### config.mk
export PLATFORM = sky130hd
export DESIGN_NAME = multicycle_ctrl_fsm_flat
export DESIGN_NICKNAME = d
export VERILOG_FILES = /design/src/rtl/multicycle_ctrl_fsm_if.sv /design/src/rtl/multicycle_ctrl_fsm.sv /design/src/flat_wrapper.sv
export SDC_FILE = /design/constraint.sdc
export NUM_CORES = 1
export LEC_CHECK = 0
export ABC_AREA = 1
export CAP_MARGIN = 20
export CORE_MARGIN = 4
export CORE_UTILIZATION = 52
export CTS_CLUSTER_DIAMETER = 120
export DETAILED_ROUTE_END_ITERATION = 10
export PLACE_DENSITY = 0.84
export REMOVE_ABC_BUFFERS = 1
export SYNTH_ARGS = -nofsm -noshare
export SYNTH_HDL_FRONTEND = slang
export SYNTH_SLANG_ARGS = --single-unit
### constraint.sdc
create_clock -name clk -period 2.8 [get_ports clk]
set_input_delay 0.84 -clock clk [delete_from_list [all_inputs] [get_ports clk]]
set_output_delay 0.84 -clock clk [all_outputs]
set_load 0.1 [all_outputs]
### src/rtl/multicycle_ctrl_fsm_if.sv
// Control bus between the multicycle controller and the datapath/memory.
// master = controller side, slave = datapath side.
interface multicycle_ctrl_fsm_if #(
  parameter int ALUOP_W = 2
);
  logic [4:0]         opcode;
  logic [1:0]         condition;
  logic               zFlag;
  logic               mem_ready;
  logic               ir_wr;
  logic               pc_wr;
  logic [1:0]         PCsrc;
  logic [1:0]         RWsrc;
  logic [1:0]         WB;
  logic               RBsrc;
  logic               RegWR;
  logic               ALUsrc;
  logic               MRD;
  logic               MWR;
  logic [ALUOP_W-1:0] ALUop;
  logic [2:0]         state;
  logic               halted;
  logic               ill_op;
  logic               mem_err;

  modport master (
    input  opcode, condition, zFlag, mem_ready,
    output ir_wr, pc_wr, PCsrc, RWsrc, WB, RBsrc, RegWR, ALUsrc, MRD, MWR,
           ALUop, state, halted, ill_op, mem_err
  );

  modport slave (
    output opcode, condition, zFlag, mem_ready,
    input  ir_wr, pc_wr, PCsrc, RWsrc, WB, RBsrc, RegWR, ALUsrc, MRD, MWR,
           ALUop, state, halted, ill_op, mem_err
  );
endinterface

### src/rtl/multicycle_ctrl_fsm.sv
// Multicycle MIPS control FSM: FETCH/DECODE/EXEC/MEM/WB with memory handshake,
// timeout and HALT. Define CTRL_PREDICATION_EN to enable condition-code predication.
module multicycle_ctrl_fsm #(
  parameter int ALUOP_W     = 2,
  parameter int MEM_TIMEOUT = 15
) (
  input logic                   clk,
  input logic                   reset,
  multicycle_ctrl_fsm_if.master bus
);

  typedef enum logic [2:0] {
    S_IDLE   = 3'd0,
    S_FETCH  = 3'd1,
    S_DECODE = 3'd2,
    S_EXEC   = 3'd3,
    S_MEM    = 3'd4,
    S_WB     = 3'd5,
    S_HALTED = 3'd6
  } state_t;

  typedef enum logic [3:0] {
    C_RALU, C_IALU, C_LW, C_SW, C_BEQ, C_BNE, C_J, C_JAL, C_JR, C_HALT, C_ILL
  } op_class_t;

  localparam logic [7:0] TMO_LIM = 8'(MEM_TIMEOUT);

  state_t     cur_state, nxt_state;
  logic [7:0] tmo_cnt;
  logic [4:0] op_q;
  op_class_t  cls;
  logic       pred_ok;
  logic       tmo_hit;

  logic       ir_wr, pc_wr, rb_src, reg_wr, alu_src, mrd, mwr;
  logic       halted, ill_op, mem_err;
  logic [1:0] pc_src, rw_src, wb_sel, alu_code;

  function automatic op_class_t classify(input logic [4:0] op);
    op_class_t c;
    casez (op)
      5'b000??: c = C_RALU;
      5'b001??: c = C_IALU;
      5'b01000: c = C_LW;
      5'b01001: c = C_SW;
      5'b01010: c = C_BEQ;
      5'b01011: c = C_BNE;
      5'b01100: c = C_J;
      5'b01101: c = C_JAL;
      5'b01110: c = C_JR;
      5'b11111: c = C_HALT;
      default:  c = C_ILL;
    endcase
    return c;
  endfunction

  // Instruction fields are latched on the edge that completes the fetch.
  always_ff @(posedge clk) begin
    if (cur_state == S_FETCH && bus.mem_ready)
      op_q <= bus.opcode;
  end

`ifdef CTRL_PREDICATION_EN
  logic [1:0] cond_q;
  always_ff @(posedge clk) begin
    if (cur_state == S_FETCH && bus.mem_ready)
      cond_q <= bus.condition;
  end
  assign pred_ok = (~cond_q[0] & ~bus.zFlag) | (~cond_q[1] & bus.zFlag);
`else
  logic unused_cond;
  assign unused_cond = ^bus.condition;
  assign pred_ok     = 1'b1;
`endif

  assign cls     = classify(op_q);
  assign tmo_hit = (tmo_cnt == TMO_LIM);

  // Wait counter restarts on every state entry; only FETCH/MEM self-loop on it.
  always_ff @(posedge clk or posedge reset) begin
    if (reset) begin
      cur_state <= S_IDLE;
      tmo_cnt   <= 8'd0;
    end else begin
      cur_state <= nxt_state;
      if (nxt_state != cur_state)
        tmo_cnt <= 8'd0;
      else if ((cur_state == S_FETCH || cur_state == S_MEM) && !bus.mem_ready)
        tmo_cnt <= tmo_cnt + 8'd1;
    end
  end

  always_comb begin
    nxt_state = cur_state;
    ir_wr     = 1'b0;
    pc_wr     = 1'b0;
    pc_src    = 2'b00;
    rw_src    = 2'b00;
    wb_sel    = 2'b00;
    rb_src    = 1'b0;
    reg_wr    = 1'b0;
    alu_src   = 1'b0;
    alu_code  = 2'b00;
    mrd       = 1'b0;
    mwr       = 1'b0;
    halted    = 1'b0;
    ill_op    = 1'b0;
    mem_err   = 1'b0;
    case (cur_state)
      S_IDLE: nxt_state = S_FETCH;
      S_FETCH: begin
        mrd = 1'b1;
        if (bus.mem_ready) begin
          ir_wr     = 1'b1;
          pc_wr     = 1'b1;
          nxt_state = S_DECODE;
        end else if (tmo_hit) begin
          mem_err   = 1'b1;
          nxt_state = S_HALTED;
        end
      end
      S_DECODE: begin
        if (!pred_ok)
          nxt_state = S_FETCH;
        else if (cls == C_ILL) begin
          ill_op    = 1'b1;
          nxt_state = S_FETCH;
        end else if (cls == C_HALT)
          nxt_state = S_HALTED;
        else
          nxt_state = S_EXEC;
      end
      S_EXEC: begin
        nxt_state = S_FETCH;
        case (cls)
          C_RALU: begin
            alu_code  = op_q[1:0];
            nxt_state = S_WB;
          end
          C_IALU: begin
            alu_code  = op_q[1:0];
            alu_src   = 1'b1;
            nxt_state = S_WB;
          end
          C_LW: begin
            alu_src   = 1'b1;
            nxt_state = S_MEM;
          end
          C_SW: begin
            alu_src   = 1'b1;
            rb_src    = 1'b1;
            nxt_state = S_MEM;
          end
          C_BEQ, C_BNE: begin
            alu_code = 2'b01;
            if ((cls == C_BEQ) == bus.zFlag) begin
              pc_wr  = 1'b1;
              pc_src = 2'b01;
            end
          end
          C_J: begin
            pc_wr  = 1'b1;
            pc_src = 2'b10;
          end
          C_JR: begin
            pc_wr  = 1'b1;
            pc_src = 2'b11;
          end
          C_JAL: begin
            pc_wr     = 1'b1;
            pc_src    = 2'b10;
            nxt_state = S_WB;
          end
          default: nxt_state = S_FETCH;
        endcase
      end
      S_MEM: begin
        if (cls == C_SW) begin
          mwr    = 1'b1;
          rb_src = 1'b1;
        end else
          mrd = 1'b1;
        if (bus.mem_ready)
          nxt_state = (cls == C_SW) ? S_FETCH : S_WB;
        else if (tmo_hit) begin
          mem_err   = 1'b1;
          nxt_state = S_HALTED;
        end
      end
      S_WB: begin
        reg_wr    = 1'b1;
        nxt_state = S_FETCH;
        case (cls)
          C_IALU: rw_src = 2'b01;
          C_LW: begin
            wb_sel = 2'b01;
            rw_src = 2'b01;
          end
          C_JAL: begin
            wb_sel = 2'b10;
            rw_src = 2'b10;
          end
          default: ;
        endcase
      end
      S_HALTED: halted = 1'b1;
      default:  nxt_state = S_IDLE;
    endcase
  end

  assign bus.ir_wr   = ir_wr;
  assign bus.pc_wr   = pc_wr;
  assign bus.PCsrc   = pc_src;
  assign bus.RWsrc   = rw_src;
  assign bus.WB      = wb_sel;
  assign bus.RBsrc   = rb_src;
  assign bus.RegWR   = reg_wr;
  assign bus.ALUsrc  = alu_src;
  assign bus.MRD     = mrd;
  assign bus.MWR     = mwr;
  assign bus.ALUop   = ALUOP_W'(alu_code);
  assign bus.state   = cur_state;
  assign bus.halted  = halted;
  assign bus.ill_op  = ill_op;
  assign bus.mem_err = mem_err;

endmodule

### src/flat_wrapper.sv
// flat-port wrapper written by rule: the top's interface ports become plain ports
module multicycle_ctrl_fsm_flat 
#(
  parameter int ALUOP_W     = 2,
  parameter int MEM_TIMEOUT = 15
)
  (clk, reset, bus_opcode, bus_condition, bus_zFlag, bus_mem_ready, bus_ir_wr, bus_pc_wr, bus_PCsrc, bus_RWsrc, bus_WB, bus_RBsrc, bus_RegWR, bus_ALUsrc, bus_MRD, bus_MWR, bus_ALUop, bus_state, bus_halted, bus_ill_op, bus_mem_err);
  multicycle_ctrl_fsm_if #(.ALUOP_W(ALUOP_W)) bus_i ();
  input logic clk;
  input logic reset;
  input wire logic [$bits(bus_i.opcode)-1:0] bus_opcode;
  input wire logic [$bits(bus_i.condition)-1:0] bus_condition;
  input wire logic [$bits(bus_i.zFlag)-1:0] bus_zFlag;
  input wire logic [$bits(bus_i.mem_ready)-1:0] bus_mem_ready;
  output wire logic [$bits(bus_i.ir_wr)-1:0] bus_ir_wr;
  output wire logic [$bits(bus_i.pc_wr)-1:0] bus_pc_wr;
  output wire logic [$bits(bus_i.PCsrc)-1:0] bus_PCsrc;
  output wire logic [$bits(bus_i.RWsrc)-1:0] bus_RWsrc;
  output wire logic [$bits(bus_i.WB)-1:0] bus_WB;
  output wire logic [$bits(bus_i.RBsrc)-1:0] bus_RBsrc;
  output wire logic [$bits(bus_i.RegWR)-1:0] bus_RegWR;
  output wire logic [$bits(bus_i.ALUsrc)-1:0] bus_ALUsrc;
  output wire logic [$bits(bus_i.MRD)-1:0] bus_MRD;
  output wire logic [$bits(bus_i.MWR)-1:0] bus_MWR;
  output wire logic [$bits(bus_i.ALUop)-1:0] bus_ALUop;
  output wire logic [$bits(bus_i.state)-1:0] bus_state;
  output wire logic [$bits(bus_i.halted)-1:0] bus_halted;
  output wire logic [$bits(bus_i.ill_op)-1:0] bus_ill_op;
  output wire logic [$bits(bus_i.mem_err)-1:0] bus_mem_err;
  assign bus_i.opcode = bus_opcode;
  assign bus_i.condition = bus_condition;
  assign bus_i.zFlag = bus_zFlag;
  assign bus_i.mem_ready = bus_mem_ready;
  assign bus_ir_wr = bus_i.ir_wr;
  assign bus_pc_wr = bus_i.pc_wr;
  assign bus_PCsrc = bus_i.PCsrc;
  assign bus_RWsrc = bus_i.RWsrc;
  assign bus_WB = bus_i.WB;
  assign bus_RBsrc = bus_i.RBsrc;
  assign bus_RegWR = bus_i.RegWR;
  assign bus_ALUsrc = bus_i.ALUsrc;
  assign bus_MRD = bus_i.MRD;
  assign bus_MWR = bus_i.MWR;
  assign bus_ALUop = bus_i.ALUop;
  assign bus_state = bus_i.state;
  assign bus_halted = bus_i.halted;
  assign bus_ill_op = bus_i.ill_op;
  assign bus_mem_err = bus_i.mem_err;
  multicycle_ctrl_fsm #(.ALUOP_W(ALUOP_W), .MEM_TIMEOUT(MEM_TIMEOUT)) u_core (.clk(clk), .reset(reset), .bus(bus_i));
endmodule
==> results of run 1 <==
-- registers in the layout, summed over array words and instances (netlist names) --
signal,cells
u_core.bus.state,3
u_core.op_q,5
u_core.tmo_cnt,8
-- cells by family after synthesis --
logic type | after synthesis | synth area share [%]
flip-flops | 16 | 35.4
adder cells (fa/ha/maj) | 1 | 1.04
AND/OR/NAND/NOR | 98 | 39.2
buffers and inverters | 24 | 9.16
multiplexers | 1 | 0.832
XOR/XNOR | 8 | 5.83
AO/OA/AOI/OAI | 17 | 8.53
-- worst reg2reg max path: stages (launching register included) --
cell	delay, ps
sky130_fd_sc_hd__dfrtp_1	400
sky130_fd_sc_hd__ha_1	210
sky130_fd_sc_hd__nand2_1	80
sky130_fd_sc_hd__nor2_1	290
sky130_fd_sc_hd__nand3_1	120
sky130_fd_sc_hd__nand2_1	130
sky130_fd_sc_hd__nand4_1	150
sky130_fd_sc_hd__nand2_1	90
sky130_fd_sc_hd__nand2_1	60
sky130_fd_sc_hd__nand2_2	160
sky130_fd_sc_hd__nor3_1	90
-- Yosys cell counts, types with 2 or more instances --
master	count
sky130_fd_sc_hd__xor2_1	8
sky130_fd_sc_hd__nand2_2	3
sky130_fd_sc_hd__a21oi_1	7
sky130_fd_sc_hd__buf_4	2
sky130_fd_sc_hd__o21ai_0	2
sky130_fd_sc_hd__inv_1	18
sky130_fd_sc_hd__nand3_2	3
sky130_fd_sc_hd__nand3_1	8
sky130_fd_sc_hd__nor2_1	22
sky130_fd_sc_hd__inv_2	2
sky130_fd_sc_hd__dfrtp_1	11
sky130_fd_sc_hd__nand4_1	12
sky130_fd_sc_hd__nor2_2	2
sky130_fd_sc_hd__edfxtp_1	5
sky130_fd_sc_hd__nand2_1	33
sky130_fd_sc_hd__a31oi_1	2
sky130_fd_sc_hd__o211ai_1	2
sky130_fd_sc_hd__nor3_1	10
-- how the worst max path moves through the flow --
stage,endpoint
2_1_floorplan,bus_WB[0]
3_3_place_gp,bus_pc_wr
3_5_place_dp,bus_mem_err
4_1_cts,bus_pc_wr
5_1_grt,bus_pc_wr
6_report,bus_pc_wr
-- repair_timing --
item,CTS,global route
buffers inserted,4,6
hold endpoints to repair,0,0
resized for setup,12,4
endpoints found under the setup margin,5,4
pin swaps,4,5
-- per-layer routing --
metal  routed length [um]  vias up
met5                    0        -
met4                  198        0
met3                  425       28
met2                 2430      140
met1                 1650      690
li1                     -      659
-- where the power goes --
part / switching [W] / internal (W)
logic: 0.000931 / 0.000397
clock network: 0.0000787 / 0.0000792
registers: 0.0000704 / 0.000291
total: 0.00108 / 0.000768
-- cell type report --
type                       instances  area [sq um]
fill                             112           313
clock buffer                       4          36.3
multi-input combinational        125           711
timing repair buffer              50           606
tap                               28          35.0
inverter                          21          86.3
sequential                        16           425
-- stage by stage --
step           util (%)  hold WS, ps  std cells
3_5_place_dp       78.8          635        230
4_1_cts            83.4          660        238
6_report           85.9          681        244
2_1_floorplan         -          570        162
5_1_grt            85.9          720        244
3_3_place_gp       78.8          604        230
-- placed cells by master, fill, tap and decap left out, drive strengths merged, types with 2 or more instances in the layout --
cell type and instances:
buf 42, nand2 36, nor2 24, inv 20, nand4 13, dfrtp 11
nand3 11, nor3 10, xor2 8, a21oi 7, clkdlybuf4s50 6, edfxtp 5
clkbuf 4, o21ai 4, a31oi 2, o211ai 2, dlygate4sd2 2, or2 2
==> flow_summary.html, run 1 <==
<table>
<tr><th>Metric</th><th>Value</th></tr>
<tr><th colspan="2">Clocking</th></tr>
<tr><td>Maximum buffer depth of the clock tree</td><td>2</td></tr>
<tr><td>CTS Hold Buffers Added</td><td>0</td></tr>
<tr><td>TritonCTS clock tree</td><td>done</td></tr>
<tr><td>Post-CTS clock slew at the launch and capture registers of the worst setup and hold paths</td><td>about 100 ps</td></tr>
<tr><td>Deepest level of the CTS H-tree</td><td>1</td></tr>
<tr><td>CTS Root Buffer Type</td><td>sky130_fd_sc_hd__clkbuf_4</td></tr>
<tr><td>Insertion delay of the later-clocked pin in the worst-skew pair</td><td>290 ps</td></tr>
<tr><td>CTS sink cnt</td><td>16</td></tr>
<tr><td>Inserted Clock Buffers</td><td>3</td></tr>
<tr><th colspan="2">STA</th></tr>
<tr><td>Final WS setup</td><td>between 30 and 40 ps</td></tr>
<tr><td>Final worst path period share</td><td>between 90% and 100%</td></tr>
<tr><td>Fin. Hold Viols</td><td>0</td></tr>
<tr><td>Worst Tran Pin Value</td><td>468 ps</td></tr>
<tr><td>RSZ-0062 raised after global routing</td><td>true</td></tr>
<tr><td>Highest clock rate</td><td>between 0.3 and 0.4 GHz</td></tr>
<tr><td>Slew Limit Headroom</td><td>68.8%</td></tr>
<tr><td>Pins Over Slew Limit</td><td>0</td></tr>
<tr><td>Min Tclk post-route</td><td>2770 ps</td></tr>
<tr><td>Count of endpoints failing setup in the final report</td><td>0</td></tr>
<tr><td>Clock tree skew after final layout</td><td>5.20 ps</td></tr>
<tr><td>Setup TNS after final layout</td><td>0 ps</td></tr>
<tr><th colspan="2">Worst setup path</th></tr>
<tr><td>Critical Path Sink Type</td><td>primary output</td></tr>
<tr><td>Cell class contributing the biggest share of worst-path delay</td><td>simple AND/OR/NAND/NOR gates</td></tr>
<tr><td>R2R depth</td><td>10</td></tr>
<tr><td>First element of the critical path</td><td>bus_zFlag</td></tr>
<tr><td>Biggest fanout along the worst timing path</td><td>2</td></tr>
<tr><td>Type of origin of the critical path</td><td>input port</td></tr>
<tr><td>Number of logic stages on the critical path including buffering</td><td>6</td></tr>
<tr><td>Critical path data required time</td><td>1960 ps</td></tr>
<tr><td>CP arrival</td><td>1930 ps</td></tr>
<tr><td>Classification of the worst setup path</td><td>in2out</td></tr>
<tr><td>Largest stage delay on the critical path</td><td>250 ps</td></tr>
<tr><td>Setup slack of the most critical reg-to-reg path</td><td>900 ps</td></tr>
<tr><td>Slowest stage cell on the critical path</td><td>sky130_fd_sc_hd__or2_1</td></tr>
<tr><td>Number of buffer and inverter instances along the worst setup path</td><td>2</td></tr>
<tr><td>Series of cell instances along the critical path</td><td>dlygate4sd2_1 &gt; or2_0 &gt; nand4_1 &gt; a21oi_2 &gt; or2_1 &gt; buf_12</td></tr>
<tr><td>Reg-to-reg critical path startpoint</td><td>u_core.tmo_cnt[1]</td></tr>
<tr><td>FF-to-FF End</td><td>u_core.tmo_cnt[2]</td></tr>
<tr><th colspan="2">Yosys</th></tr>
<tr><td>Synthesized flop and latch total</td><td>16</td></tr>
<tr><td>Proportion of synthesized chip area in sequential cells</td><td>35.4%</td></tr>
<tr><td>Cell count after synthesis</td><td>165</td></tr>
<tr><td>Synthesized area</td><td>between 1000 and 1500 sq um</td></tr>
<tr><td>Share of the synthesized area in the top cell type</td><td>22.9%</td></tr>
<tr><td>Yosys warning total</td><td>0</td></tr>
<tr><td>Average size of a mapped cell</td><td>~7.3 sq um</td></tr>
<tr><td>Fraction of registers with async set/reset</td><td>between 60 and 70%</td></tr>
<tr><td>Dominant synthesized flop cell</td><td>sky130_fd_sc_hd__dfrtp_1</td></tr>
<tr><td>Largest area contributor in the netlist</td><td>sky130_fd_sc_hd__dfrtp_1</td></tr>
<tr><td>Count of different cell masters after synthesis</td><td>31</td></tr>
<tr><td>Number of synthesized flops with an enable pin</td><td>5</td></tr>
<tr><td>Leading post-synthesis cells by cell area</td><td>sky130_fd_sc_hd__dfrtp_1 (23%), sky130_fd_sc_hd__edfxtp_1 (12%), sky130_fd_sc_hd__nand2_1 (10%)</td></tr>
<tr><th colspan="2">Floorplanning</th></tr>
<tr><td>Total die area</td><td>3150 sq um</td></tr>
<tr><td>Count of standard-cell rows</td><td>17</td></tr>
<tr><td>Die height</td><td>56.1 um</td></tr>
<tr><td>Initial core utilization</td><td>54.4%</td></tr>
<tr><td>Horiz. Die Dim</td><td>56.1 um</td></tr>
<tr><td>Core region area</td><td>between 2000 and 2500 sq um</td></tr>
<tr><td>Io pins</td><td>32</td></tr>
<tr><th colspan="2">Min path</th></tr>
<tr><td>Hold Path Class</td><td>reg2reg</td></tr>
<tr><td>End point of the most critical hold path</td><td>u_core.tmo_cnt[6]</td></tr>
<tr><td>Worst hold path cell count</td><td>2</td></tr>
<tr><td>Startpoint of the worst hold path</td><td>u_core.tmo_cnt[6]</td></tr>
<tr><th colspan="2">Final layout</th></tr>
<tr><td>Area added between synthesis and finish</td><td>58.0%</td></tr>
<tr><td>Final net count</td><td>229</td></tr>
<tr><td>Final std cell area, no fill</td><td>1900 sq um</td></tr>
<tr><td>Diodes inserted</td><td>0</td></tr>
<tr><td>Fraction of final layout cells sized beyond drive strength 1</td><td>31.5%</td></tr>
<tr><th colspan="2">GRT</th></tr>
<tr><td>Overall overflow remaining after global route</td><td>0</td></tr>
<tr><td>Global-route wire length before repair</td><td>7120 um</td></tr>
<tr><td>Met1 demand-to-capacity share in global routing</td><td>31.5%</td></tr>
<tr><td>Initial antenna violation count</td><td>0</td></tr>
<tr><td>Met2 GRT Util</td><td>~52%</td></tr>
<tr><td>Vias in the first global route</td><td>1486</td></tr>
<tr><td>GR Layer Usage met3</td><td>around 3.2%</td></tr>
<tr><td>Combined global-route utilization of all metal layers</td><td>28.3%</td></tr>
<tr><td>Largest net degree at the start of global routing</td><td>12</td></tr>
<tr><td>Layer with the highest usage after global routing</td><td>met2</td></tr>
<tr><th colspan="2">Placement</th></tr>
<tr><td>Worst slack at placement</td><td>-136 ps</td></tr>
<tr><td>Number of I/O port buffers</td><td>29</td></tr>
<tr><td>Placer congestion estimate</td><td>0.874</td></tr>
<tr><td>Estimated wirelength of the detail-placed design</td><td>3040 um</td></tr>
<tr><td>Area of placed instances</td><td>about 1700 sq um</td></tr>
<tr><th colspan="2">Outcome</th></tr>
<tr><td>Outcome</td><td>completed</td></tr>
<tr><th colspan="2">Run</th></tr>
<tr><td>Max-cap violations</td><td>0</td></tr>
<tr><th colspan="2">Route</th></tr>
<tr><td>Antenna-violating nets left</td><td>0</td></tr>
<tr><td>DRT Wirelength</td><td>4710 um</td></tr>
<tr><td>DRC viols</td><td>0</td></tr>
<tr><td>Mean number of vias per cell</td><td>6.22</td></tr>
<tr><td>Total via count in the routed design</td><td>1517</td></tr>
<tr><td>Wire per inst</td><td>19.3 um</td></tr>
<tr><td>First-iteration detailed-routing DRC count</td><td>122</td></tr>
<tr><td>Detailed-router iteration count before antenna repair</td><td>5</td></tr>
<tr><th colspan="2">Pwr</th></tr>
<tr><td>Maximum ir drop on the vdd rail</td><td>slightly above 0.0007 V</td></tr>
<tr><td>Power consumption</td><td>0.00185 W</td></tr>
<tr><td>PwrDens</td><td>973 nW/um^2</td></tr>
<tr><td>Leak pwr</td><td>0.856 nW</td></tr>
</table>
Note: power is estimated with default switching activity, not from simulation.
==> run 2, diff against run 1 <==
--- a/config.mk
+++ b/config.mk
@@ -8,11 +8,12 @@
 export ABC_AREA = 1
 export CAP_MARGIN = 20
 export CORE_MARGIN = 4
-export CORE_UTILIZATION = 52
+export CORE_UTILIZATION = 25
 export CTS_CLUSTER_DIAMETER = 120
 export DETAILED_ROUTE_END_ITERATION = 10
-export PLACE_DENSITY = 0.84
+export PLACE_DENSITY = 0.46
 export REMOVE_ABC_BUFFERS = 1
 export SYNTH_ARGS = -nofsm -noshare
 export SYNTH_HDL_FRONTEND = slang
 export SYNTH_SLANG_ARGS = --single-unit
+export TNS_END_PERCENT = 50
==> flow_summary.html, run 2 (synthesized netlist as in run 1, its figures left out) <==
<table>
<tr><th>Metric</th><th>Value</th></tr>
<tr><th colspan="2">STA</th></tr>
<tr><td>Worst Tran Pin Value</td><td>448 ps (-19.7 ps)</td></tr>
<tr><td>Slew Limit Headroom</td><td>70.1% (+1.3 points)</td></tr>
<tr><td>Final worst path period share</td><td>96.8% (-2.1 points)</td></tr>
<tr><td>Pins Over Slew Limit</td><td>0 (unchanged)</td></tr>
<tr><td>Count of endpoints failing setup in the final report</td><td>0 (unchanged)</td></tr>
<tr><td>Highest clock rate</td><td>0.369 GHz (+2.2%)</td></tr>
<tr><td>Clock tree skew after final layout</td><td>3.81 ps (-1.38 ps)</td></tr>
<tr><td>Min Tclk post-route</td><td>2710 ps (-59.3 ps)</td></tr>
<tr><td>Fin. Hold Viols</td><td>0 (unchanged)</td></tr>
<tr><th colspan="2">Final layout</th></tr>
<tr><td>Number of fill cells</td><td>468 (+320%)</td></tr>
<tr><td>Area added between synthesis and finish</td><td>57.6%</td></tr>
<tr><td>Register bank with the most flops</td><td>u_core.tmo_cnt</td></tr>
<tr><td>Final net count</td><td>224 (-2.2%)</td></tr>
<tr><td>Commonest non-fill, non-tap cells in the layout</td><td>sky130_fd_sc_hd__nand2_1 (32), sky130_fd_sc_hd__nor2_1 (21), sky130_fd_sc_hd__buf_4 (19), sky130_fd_sc_hd__buf_12 (17), sky130_fd_sc_hd__inv_1 (16)</td></tr>
<tr><td>Diodes inserted</td><td>0 (unchanged)</td></tr>
<tr><td>Non-filler instance count after layout</td><td>263 (+7.8%)</td></tr>
<tr><td>Fraction of final layout cells sized beyond drive strength 1</td><td>28.0% (-3.5 points)</td></tr>
<tr><td>Commonest non-fill, non-tap cell in the layout</td><td>sky130_fd_sc_hd__nand2_1</td></tr>
<tr><td>Storage element area</td><td>425 sq um (unchanged)</td></tr>
<tr><td>Final design utilization</td><td>42.1% (-44 points)</td></tr>
<tr><td>Flip-flop count of the largest register, all copies and words added</td><td>8 (unchanged)</td></tr>
<tr><td>Area of combinational cells with multiple inputs</td><td>699 sq um (-1.6%)</td></tr>
<tr><th colspan="2">GRT</th></tr>
<tr><td>Global-route wire length before repair</td><td>5710 um (-20%)</td></tr>
<tr><td>Initial antenna violation count</td><td>0 (unchanged)</td></tr>
<tr><td>Vias in the first global route</td><td>1248 (-16%)</td></tr>
<tr><td>Largest net degree at the start of global routing</td><td>12 (unchanged)</td></tr>
<tr><td>Overall overflow remaining after global route</td><td>0 (unchanged)</td></tr>
<tr><td>Combined global-route utilization of all metal layers</td><td>11.8% (-17 points)</td></tr>
<tr><th colspan="2">Floorplanning</th></tr>
<tr><td>Horiz. Die Dim</td><td>77.4 um (+38%)</td></tr>
<tr><td>Initial core utilization</td><td>26.7% (-28 points)</td></tr>
<tr><td>Core region area</td><td>4500 sq um (+100%)</td></tr>
<tr><td>Io pins</td><td>32 (unchanged)</td></tr>
<tr><td>Die height</td><td>77.4 um (+38%)</td></tr>
<tr><td>Total die area</td><td>5980 sq um (+90%)</td></tr>
<tr><td>Count of standard-cell rows</td><td>24 (+7)</td></tr>
<tr><th colspan="2">Pwr</th></tr>
<tr><td>PwrDens</td><td>945 nW/um^2 (-2.8%)</td></tr>
<tr><td>Maximum ir drop on the vdd rail</td><td>0.000431 V (-40%)</td></tr>
<tr><td>Leak pwr</td><td>0.833 nW (-2.7%)</td></tr>
<tr><th colspan="2">Worst setup path</th></tr>
<tr><td>Slowest stage cell on the critical path</td><td>sky130_fd_sc_hd__edfxtp_1</td></tr>
<tr><td>FF-to-FF End</td><td>u_core.tmo_cnt[1]</td></tr>
<tr><td>Biggest fanout along the worst timing path</td><td>5 (+3)</td></tr>
<tr><td>Series of cell instances along the critical path</td><td>nor2_4 &gt; nand4_1 &gt; or2_0 &gt; nand4_1 &gt; a21oi_1 &gt; or2_1 &gt; buf_12</td></tr>
<tr><td>R2R depth</td><td>8 (-2)</td></tr>
<tr><td>Type of origin of the critical path</td><td>flop</td></tr>
<tr><td>Critical path data required time</td><td>1960 ps (about the same)</td></tr>
<tr><td>CP arrival</td><td>1870 ps (-60 ps)</td></tr>
<tr><td>Cell repeated most along the worst path</td><td>sky130_fd_sc_hd__nand4_1</td></tr>
<tr><td>Critical Path Sink Type</td><td>primary output</td></tr>
<tr><td>Classification of the worst setup path</td><td>reg2out</td></tr>
<tr><td>Largest stage delay on the critical path</td><td>510 ps (+260 ps)</td></tr>
<tr><td>Reg-to-reg critical path startpoint</td><td>u_core.bus.state[0]</td></tr>
<tr><td>Setup slack of the most critical reg-to-reg path</td><td>1060 ps (+160 ps)</td></tr>
<tr><th colspan="2">Route</th></tr>
<tr><td>Antenna-violating nets left</td><td>0 (unchanged)</td></tr>
<tr><td>Detailed-router iteration count before antenna repair</td><td>4 (-1)</td></tr>
<tr><td>First-iteration detailed-routing DRC count</td><td>122 (unchanged)</td></tr>
<tr><td>DRC viols</td><td>0 (unchanged)</td></tr>
<tr><td>Mean number of vias per cell</td><td>4.89 (-21%)</td></tr>
<tr><td>Wire per inst</td><td>13.2 um (-32%)</td></tr>
<tr><td>DRT Wirelength</td><td>3460 um (-26%)</td></tr>
<tr><td>Total via count in the routed design</td><td>1287 (-15%)</td></tr>
<tr><th colspan="2">Clocking</th></tr>
<tr><td>TritonCTS clock tree</td><td>done</td></tr>
<tr><td>Insertion delay of the later-clocked pin in the worst-skew pair</td><td>250 ps (-40 ps)</td></tr>
<tr><td>CTS sink cnt</td><td>16 (unchanged)</td></tr>
<tr><td>Inserted Clock Buffers</td><td>3 (unchanged)</td></tr>
<tr><td>Post-CTS clock slew at the launch and capture registers of the worst setup and hold paths</td><td>60 ps (-40 ps)</td></tr>
<tr><td>Deepest level of the CTS H-tree</td><td>1 (unchanged)</td></tr>
<tr><td>CTS Hold Buffers Added</td><td>0 (unchanged)</td></tr>
<tr><td>Maximum buffer depth of the clock tree</td><td>2 (unchanged)</td></tr>
<tr><td>CTS Root Buffer Type</td><td>sky130_fd_sc_hd__clkbuf_8</td></tr>
<tr><th colspan="2">Min path</th></tr>
<tr><td>Worst hold path cell count</td><td>2 (unchanged)</td></tr>
<tr><td>Hold Path Class</td><td>reg2reg</td></tr>
<tr><td>End point of the most critical hold path</td><td>u_core.tmo_cnt[7]</td></tr>
<tr><td>Startpoint of the worst hold path</td><td>u_core.tmo_cnt[7]</td></tr>
<tr><th colspan="2">Placement</th></tr>
<tr><td>Number of I/O port buffers</td><td>29 (unchanged)</td></tr>
<tr><td>Estimated wirelength of the detail-placed design</td><td>2690 um (-11%)</td></tr>
<tr><td>Number of placed cells counting well taps</td><td>251 (+9.1%)</td></tr>
<tr><td>Placer congestion estimate</td><td>0.838 (-4.1%)</td></tr>
<tr><th colspan="2">Outcome</th></tr>
<tr><td>Outcome</td><td>completed</td></tr>
<tr><th colspan="2">Run</th></tr>
<tr><td>Max-cap violations</td><td>0 (unchanged)</td></tr>
</table>
==> run 2: cell count changes in the layout (fill, tap and decap cells not counted), sizes merged <==
cell / previous run / this run
buf: 42 / 37
==> run 2: how the worst max path moves through the flow <==
| stage | from | to | slack, ps | cells past startpoint |
|---|---|---|---|---|
| floorplan | u_core.bus.state[2] | bus_WB[0] | -2380 | 4 |
| global placement | bus_mem_ready | bus_mem_err | -110 | 7 |
| detailed placement | bus_mem_ready | bus_mem_err | -110 | 7 |
| CTS | u_core.op_q[1] | bus_WB[0] | 10 | 6 |
| global route | u_core.op_q[2] | bus_pc_wr | -7 | 7 |
| finish | u_core.op_q[2] | bus_pc_wr | 90 | 7 |
==> run 2: metal layers <==
metal	wire length (um)	GRT usage [%]	vias to the layer above	part of all wire, %
met3	153	1.97	10	4.4
met5	0	0	-	0
li1	-	-	650	-
met1	1450	13.7	594	42
met2	1760	21.2	33	51
met4	88	5.16	0	2.5
==> run 2: critical path: cells and delay by family, from the launching register on <==
kind,cells,cell delay (ps)
simple gates,5,870
buf+inv,1,180
compound gates,1,70
flops,1,510
==> run 2: stage by stage <==
stage | TNS (ps) | power, W | hold slack, ps | instance area, sq um | setup slack [ps]
after floorplan | -19300 | 0.00118 | 570 | 1180 | -2380
after global placement | -251 | 0.00156 | 599 | 1750 | -106
after detailed placement | -253 | 0.00157 | 599 | 1750 | -109
after CTS | 0 | 0.00177 | 615 | 1840 | 12.7
after global routing | -6.57 | 0.00190 | 648 | 1900 | -6.57
final | 0 | 0.00179 | 618 | 1900 | 89.4
==> run 2: cell type report <==
type,count,area share (%)
multi-input combinational,125,36.9
timing repair buffer,45,30.2
sequential,16,22.4
inverter,21,4.69
tap,52,3.43
clock buffer,4,2.38
==> run 2: what timing repair did <==
item	in CTS	in global routing
gates resized for setup	11	3
endpoints found under the setup margin	5	2
pin swaps	4	2
setup buffers	2	6
==> run 2: report_power, final <==
group / switching, W / internal, W
clock network: 0.0000746 / 0.000101
registers: 0.0000758 / 0.000292
logic: 0.000868 / 0.000381
total: 0.00102 / 0.000774
==> run 3, diff against run 2 <==
--- a/config.mk
+++ b/config.mk
@@ -5,9 +5,8 @@
 export SDC_FILE = /design/constraint.sdc
 export NUM_CORES = 1
 export LEC_CHECK = 0
-export ABC_AREA = 1
 export CAP_MARGIN = 20
-export CORE_MARGIN = 4
+export CORE_MARGIN = 8
 export CORE_UTILIZATION = 25
 export CTS_CLUSTER_DIAMETER = 120
 export DETAILED_ROUTE_END_ITERATION = 10
==> flow_summary.html, run 3 <==
<table>
<tr><th>Metric</th><th>Value</th></tr>
<tr><th colspan="2">Placement</th></tr>
<tr><td>Estimated wirelength of the detail-placed design</td><td>2700 um (+0.45%)</td></tr>
<tr><td>Worst slack at placement</td><td>-181 ps (-71.8 ps)</td></tr>
<tr><td>Number of I/O port buffers</td><td>29 (unchanged)</td></tr>
<tr><td>Placer congestion estimate</td><td>0.820 (-2.1%)</td></tr>
<tr><th colspan="2">Worst setup path</th></tr>
<tr><td>Critical path data required time</td><td>1960 ps (about the same)</td></tr>
<tr><td>Slowest stage cell on the critical path</td><td>sky130_fd_sc_hd__or4b_4</td></tr>
<tr><td>Cell class contributing the biggest share of worst-path delay</td><td>simple AND/OR/NAND/NOR gates</td></tr>
<tr><td>Type of origin of the critical path</td><td>flop</td></tr>
<tr><td>CP arrival</td><td>1930 ps (+60 ps)</td></tr>
<tr><td>Largest stage delay on the critical path</td><td>460 ps (-50 ps)</td></tr>
<tr><td>Number of buffer and inverter instances along the worst setup path</td><td>1 (unchanged)</td></tr>
<tr><td>R2R depth</td><td>7 (-1)</td></tr>
<tr><td>Critical Path Sink Type</td><td>primary output</td></tr>
<tr><td>Series of cell instances along the critical path</td><td>ha_2 &gt; or4b_4 &gt; or3_4 &gt; nor2_4 &gt; buf_12</td></tr>
<tr><td>Number of logic stages on the critical path including buffering</td><td>5 (-2)</td></tr>
<tr><td>Biggest fanout along the worst timing path</td><td>2 (-3)</td></tr>
<tr><td>Classification of the worst setup path</td><td>reg2out</td></tr>
<tr><th colspan="2">Clocking</th></tr>
<tr><td>Post-CTS clock slew at the launch and capture registers of the worst setup and hold paths</td><td>60 ps (about the same)</td></tr>
<tr><td>Maximum buffer depth of the clock tree</td><td>2 (unchanged)</td></tr>
<tr><td>TritonCTS clock tree</td><td>done</td></tr>
<tr><td>CTS Root Buffer Type</td><td>sky130_fd_sc_hd__clkbuf_8</td></tr>
<tr><td>Inserted Clock Buffers</td><td>3 (unchanged)</td></tr>
<tr><td>Deepest level of the CTS H-tree</td><td>1 (unchanged)</td></tr>
<tr><td>CTS sink cnt</td><td>16 (unchanged)</td></tr>
<tr><td>Insertion delay of the later-clocked pin in the worst-skew pair</td><td>250 ps (about the same)</td></tr>
<tr><td>CTS Hold Buffers Added</td><td>0 (unchanged)</td></tr>
<tr><th colspan="2">GRT</th></tr>
<tr><td>Overall overflow remaining after global route</td><td>0 (unchanged)</td></tr>
<tr><td>Vias in the first global route</td><td>1136 (-9.0%)</td></tr>
<tr><td>Global-route wire length before repair</td><td>5650 um (-1.1%)</td></tr>
<tr><td>GR Layer Usage met3</td><td>2.34% (+0.38 points)</td></tr>
<tr><td>Combined global-route utilization of all metal layers</td><td>9.57% (-2.2 points)</td></tr>
<tr><td>Largest net degree at the start of global routing</td><td>16 (+4)</td></tr>
<tr><td>Layer with the highest usage after global routing</td><td>met2</td></tr>
<tr><td>Initial antenna violation count</td><td>0 (unchanged)</td></tr>
<tr><td>Met1 demand-to-capacity share in global routing</td><td>12.3% (-1.4 points)</td></tr>
<tr><td>Met2 GRT Util</td><td>14.6% (-6.6 points)</td></tr>
<tr><th colspan="2">Min path</th></tr>
<tr><td>Worst hold path cell count</td><td>2 (unchanged)</td></tr>
<tr><td>Hold Path Class</td><td>reg2reg</td></tr>
<tr><th colspan="2">Final layout</th></tr>
<tr><td>Final net count</td><td>191 (-15%)</td></tr>
<tr><td>Commonest non-fill, non-tap cell in the layout</td><td>sky130_fd_sc_hd__buf_4</td></tr>
<tr><td>Commonest non-fill, non-tap cells in the layout</td><td>sky130_fd_sc_hd__buf_4 (22), sky130_fd_sc_hd__buf_12 (17), sky130_fd_sc_hd__nand2_1 (11), sky130_fd_sc_hd__a211oi_1 (11)</td></tr>
<tr><td>Area added between synthesis and finish</td><td>62.7%</td></tr>
<tr><td>Register bank with the most flops</td><td>u_core.tmo_cnt</td></tr>
<tr><td>Fraction of final layout cells sized beyond drive strength 1</td><td>31.5% (+3.5 points)</td></tr>
<tr><td>Area of combinational cells with multiple inputs</td><td>714 sq um (+2.1%)</td></tr>
<tr><td>Storage element area</td><td>427 sq um (+0.29%)</td></tr>
<tr><td>Flip-flop count of the largest register, all copies and words added</td><td>8 (unchanged)</td></tr>
<tr><td>Number of fill cells</td><td>444 (-5.1%)</td></tr>
<tr><td>Diodes inserted</td><td>0 (unchanged)</td></tr>
<tr><td>Final design utilization</td><td>42.7% (+0.58 points)</td></tr>
<tr><th colspan="2">STA</th></tr>
<tr><td>Highest clock rate</td><td>0.362 GHz (-2.0%)</td></tr>
<tr><td>Final WS setup</td><td>34.1 ps (-55.2 ps)</td></tr>
<tr><td>Slew Limit Headroom</td><td>71.8% (+1.7 points)</td></tr>
<tr><td>Clock tree skew after final layout</td><td>8.39 ps (+4.58 ps)</td></tr>
<tr><td>Count of endpoints failing setup in the final report</td><td>0 (unchanged)</td></tr>
<tr><td>Pins Over Slew Limit</td><td>0 (unchanged)</td></tr>
<tr><td>Setup TNS after final layout</td><td>0 ps (unchanged)</td></tr>
<tr><td>Min Tclk post-route</td><td>2770 ps (+55.2 ps)</td></tr>
<tr><td>Final worst path period share</td><td>98.8% (+2.0 points)</td></tr>
<tr><td>Worst Tran Pin Value</td><td>422 ps (-26.2 ps)</td></tr>
<tr><td>Fin. Hold Viols</td><td>0 (unchanged)</td></tr>
<tr><td>RSZ-0062 raised after global routing</td><td>true</td></tr>
<tr><th colspan="2">Pwr</th></tr>
<tr><td>Maximum ir drop on the vdd rail</td><td>0.000331 V (-23%)</td></tr>
<tr><td>Power consumption</td><td>0.00171 W (-4.7%)</td></tr>
<tr><td>Sequential share of power</td><td>21.3% (+0.8 points)</td></tr>
<tr><td>Leak pwr</td><td>0.755 nW (-9.4%)</td></tr>
<tr><td>Internal power contribution</td><td>0.000802 W (+3.6%)</td></tr>
<tr><td>Switching power as a share of total power</td><td>53.0% (-3.8 points)</td></tr>
<tr><td>Combinational share of power</td><td>68.4% (-1.3 points)</td></tr>
<tr><td>Sw Pwr</td><td>0.000906 W (-11%)</td></tr>
<tr><td>PwrDens</td><td>907 nW/um^2 (-4.1%)</td></tr>
<tr><td>Clock power share</td><td>10.3% (+0.5 points)</td></tr>
<tr><th colspan="2">Yosys</th></tr>
<tr><td>Most numerous cell types in the synthesized netlist</td><td>sky130_fd_sc_hd__nor2_1 (12), sky130_fd_sc_hd__a211oi_1 (11), sky130_fd_sc_hd__dfrtp_1 (11), sky130_fd_sc_hd__nand2_1 (11), sky130_fd_sc_hd__nand2b_1 (8)</td></tr>
<tr><td>Synthesized flop and latch total</td><td>16 (unchanged)</td></tr>
<tr><td>Count of different cell masters after synthesis</td><td>44 (+42%)</td></tr>
<tr><td>Share of the synthesized area in the top cell type</td><td>23.8% (+0.89 points)</td></tr>
<tr><td>Largest area contributor in the netlist</td><td>sky130_fd_sc_hd__dfrtp_1</td></tr>
<tr><td>Proportion of synthesized chip area in sequential cells</td><td>36.8% (+1.4 points)</td></tr>
<tr><td>Average size of a mapped cell</td><td>8.77 sq um (+20%)</td></tr>
<tr><td>Dominant synthesized flop cell</td><td>sky130_fd_sc_hd__dfrtp_1</td></tr>
<tr><td>Synthesized area</td><td>1160 sq um (-3.7%)</td></tr>
<tr><td>Yosys warning total</td><td>0 (unchanged)</td></tr>
<tr><td>Most frequently used cell type in the post-synthesis netlist</td><td>sky130_fd_sc_hd__nor2_1</td></tr>
<tr><td>Cell count after synthesis</td><td>132 (-20%)</td></tr>
<tr><td>Number of synthesized flops with an enable pin</td><td>5 (unchanged)</td></tr>
<tr><td>Leading post-synthesis cells by cell area</td><td>sky130_fd_sc_hd__dfrtp_1 (24%), sky130_fd_sc_hd__edfxtp_1 (13%), sky130_fd_sc_hd__a211oi_1 (7.1%)</td></tr>
<tr><td>Fraction of registers with async set/reset</td><td>68.8% (unchanged)</td></tr>
<tr><th colspan="2">Route</th></tr>
<tr><td>First-iteration detailed-routing DRC count</td><td>66 (-46%)</td></tr>
<tr><td>Total via count in the routed design</td><td>1156 (-10%)</td></tr>
<tr><td>DRC viols</td><td>0 (unchanged)</td></tr>
<tr><td>Antenna-violating nets left</td><td>0 (unchanged)</td></tr>
<tr><td>Wire per inst</td><td>14.5 um (+10%)</td></tr>
<tr><td>DRT Wirelength</td><td>3330 um (-3.8%)</td></tr>
<tr><td>Mean number of vias per cell</td><td>5.03 (+2.7%)</td></tr>
<tr><td>Detailed-router iteration count before antenna repair</td><td>4 (unchanged)</td></tr>
<tr><th colspan="2">Floorplanning</th></tr>
<tr><td>Io pins</td><td>32 (unchanged)</td></tr>
<tr><td>Count of standard-cell rows</td><td>24 (unchanged)</td></tr>
<tr><td>Initial core utilization</td><td>26.2% (-0.48 points)</td></tr>
<tr><td>Total die area</td><td>7060 sq um (+18%)</td></tr>
<tr><td>Horiz. Die Dim</td><td>84.0 um (+8.6%)</td></tr>
<tr><td>Core region area</td><td>4410 sq um (-2.0%)</td></tr>
<tr><td>Die height</td><td>84.0 um (+8.6%)</td></tr>
<tr><th colspan="2">Outcome</th></tr>
<tr><td>Outcome</td><td>completed</td></tr>
<tr><th colspan="2">Run</th></tr>
<tr><td>Max-cap violations</td><td>0 (unchanged)</td></tr>
</table>
==> run 3: worst min-delay path: stages (launching register included) <==
cell,delay [ps]
sky130_fd_sc_hd__dfrtp_1,370
sky130_fd_sc_hd__xor2_1,150
sky130_fd_sc_hd__a211oi_1,60
==> run 3: path summary, 6_finish.rpt <==
| path | startpoint | slack [ps] | endpoint |
|---|---|---|---|
| worst max-delay path | u_core.tmo_cnt[0] | 30 | bus_mem_err |
| worst min-delay path | u_core.tmo_cnt[3] | 620 | u_core.tmo_cnt[3] |
| worst max register to register | u_core.tmo_cnt[0] | 500 | u_core.tmo_cnt[2] |
| worst min register to register | u_core.tmo_cnt[3] | 620 | u_core.tmo_cnt[3] |
| max in group asynchronous | reset | 1580 | u_core.bus.state[0] |
| min in group asynchronous | reset | 890 | u_core.bus.state[2] |
==> run 3: stage by stage <==
step | hold WS, ps | cells | cell area, sq um
final | 620 | 230 | 1880
after global routing | 650 | 230 | 1880
after CTS | 619 | 229 | 1870
after detailed placement | 605 | 224 | 1780
after global placement | 603 | 224 | 1780
after floorplan | 562 | 126 | 1130
==> run 3: power by group through the flow <==
stage | registers, W | logic (W) | clock network (W)
finish | 0.000364 | 0.00117 | 0.000175
global route | 0.000375 | 0.00125 | 0.000195
CTS | 0.000362 | 0.00116 | 0.000183
detailed placement | 0.000366 | 0.00114 | 0
global placement | 0.000367 | 0.00113 | 0
floorplan | 0.000491 | 0.000599 | 0
==> run 3: per-layer routing <==
metal / up-vias / part of all wire [%] / routed length, um
met4: 0 / 2.1 / 70
met1: 531 / 49 / 1640
met2: 30 / 44 / 1460
met5: - / 0 / 0
met3: 7 / 4.9 / 162
li1: 588 / - / -
==> run 3: cell type report <==
| class | count | share of cell area (%) |
|---|---|---|
| Clock buffer | 4 | 2.39 |
| Multi-Input combinational cell | 106 | 37.9 |
| Tap cell | 52 | 3.46 |
| Timing Repair Buffer | 48 | 32.8 |
| Sequential cell | 16 | 22.7 |
| Inverter | 4 | 0.797 |
==> run 3: timing repair <==
item,CTS,global route
pin swaps,4,2
setup endpoints to repair,4,3
buffers inserted,1,1
resized for setup,9,4
endpoints found under the hold margin,0,0
==> run 3: cell families (layout without fill, tap and decap cells) <==
kind of cell | Yosys count | after routing | synth area share [%]
buf+inv | 10 | 56 | 3.89
xor+xnor | 8 | 8 | 6.05
simple gates | 63 | 63 | 29.8
mux | 2 | 2 | 1.73
flops | 16 | 16 | 36.8
compound gates | 32 | 32 | 20.6
fa+ha+maj | 1 | 1 | 1.08
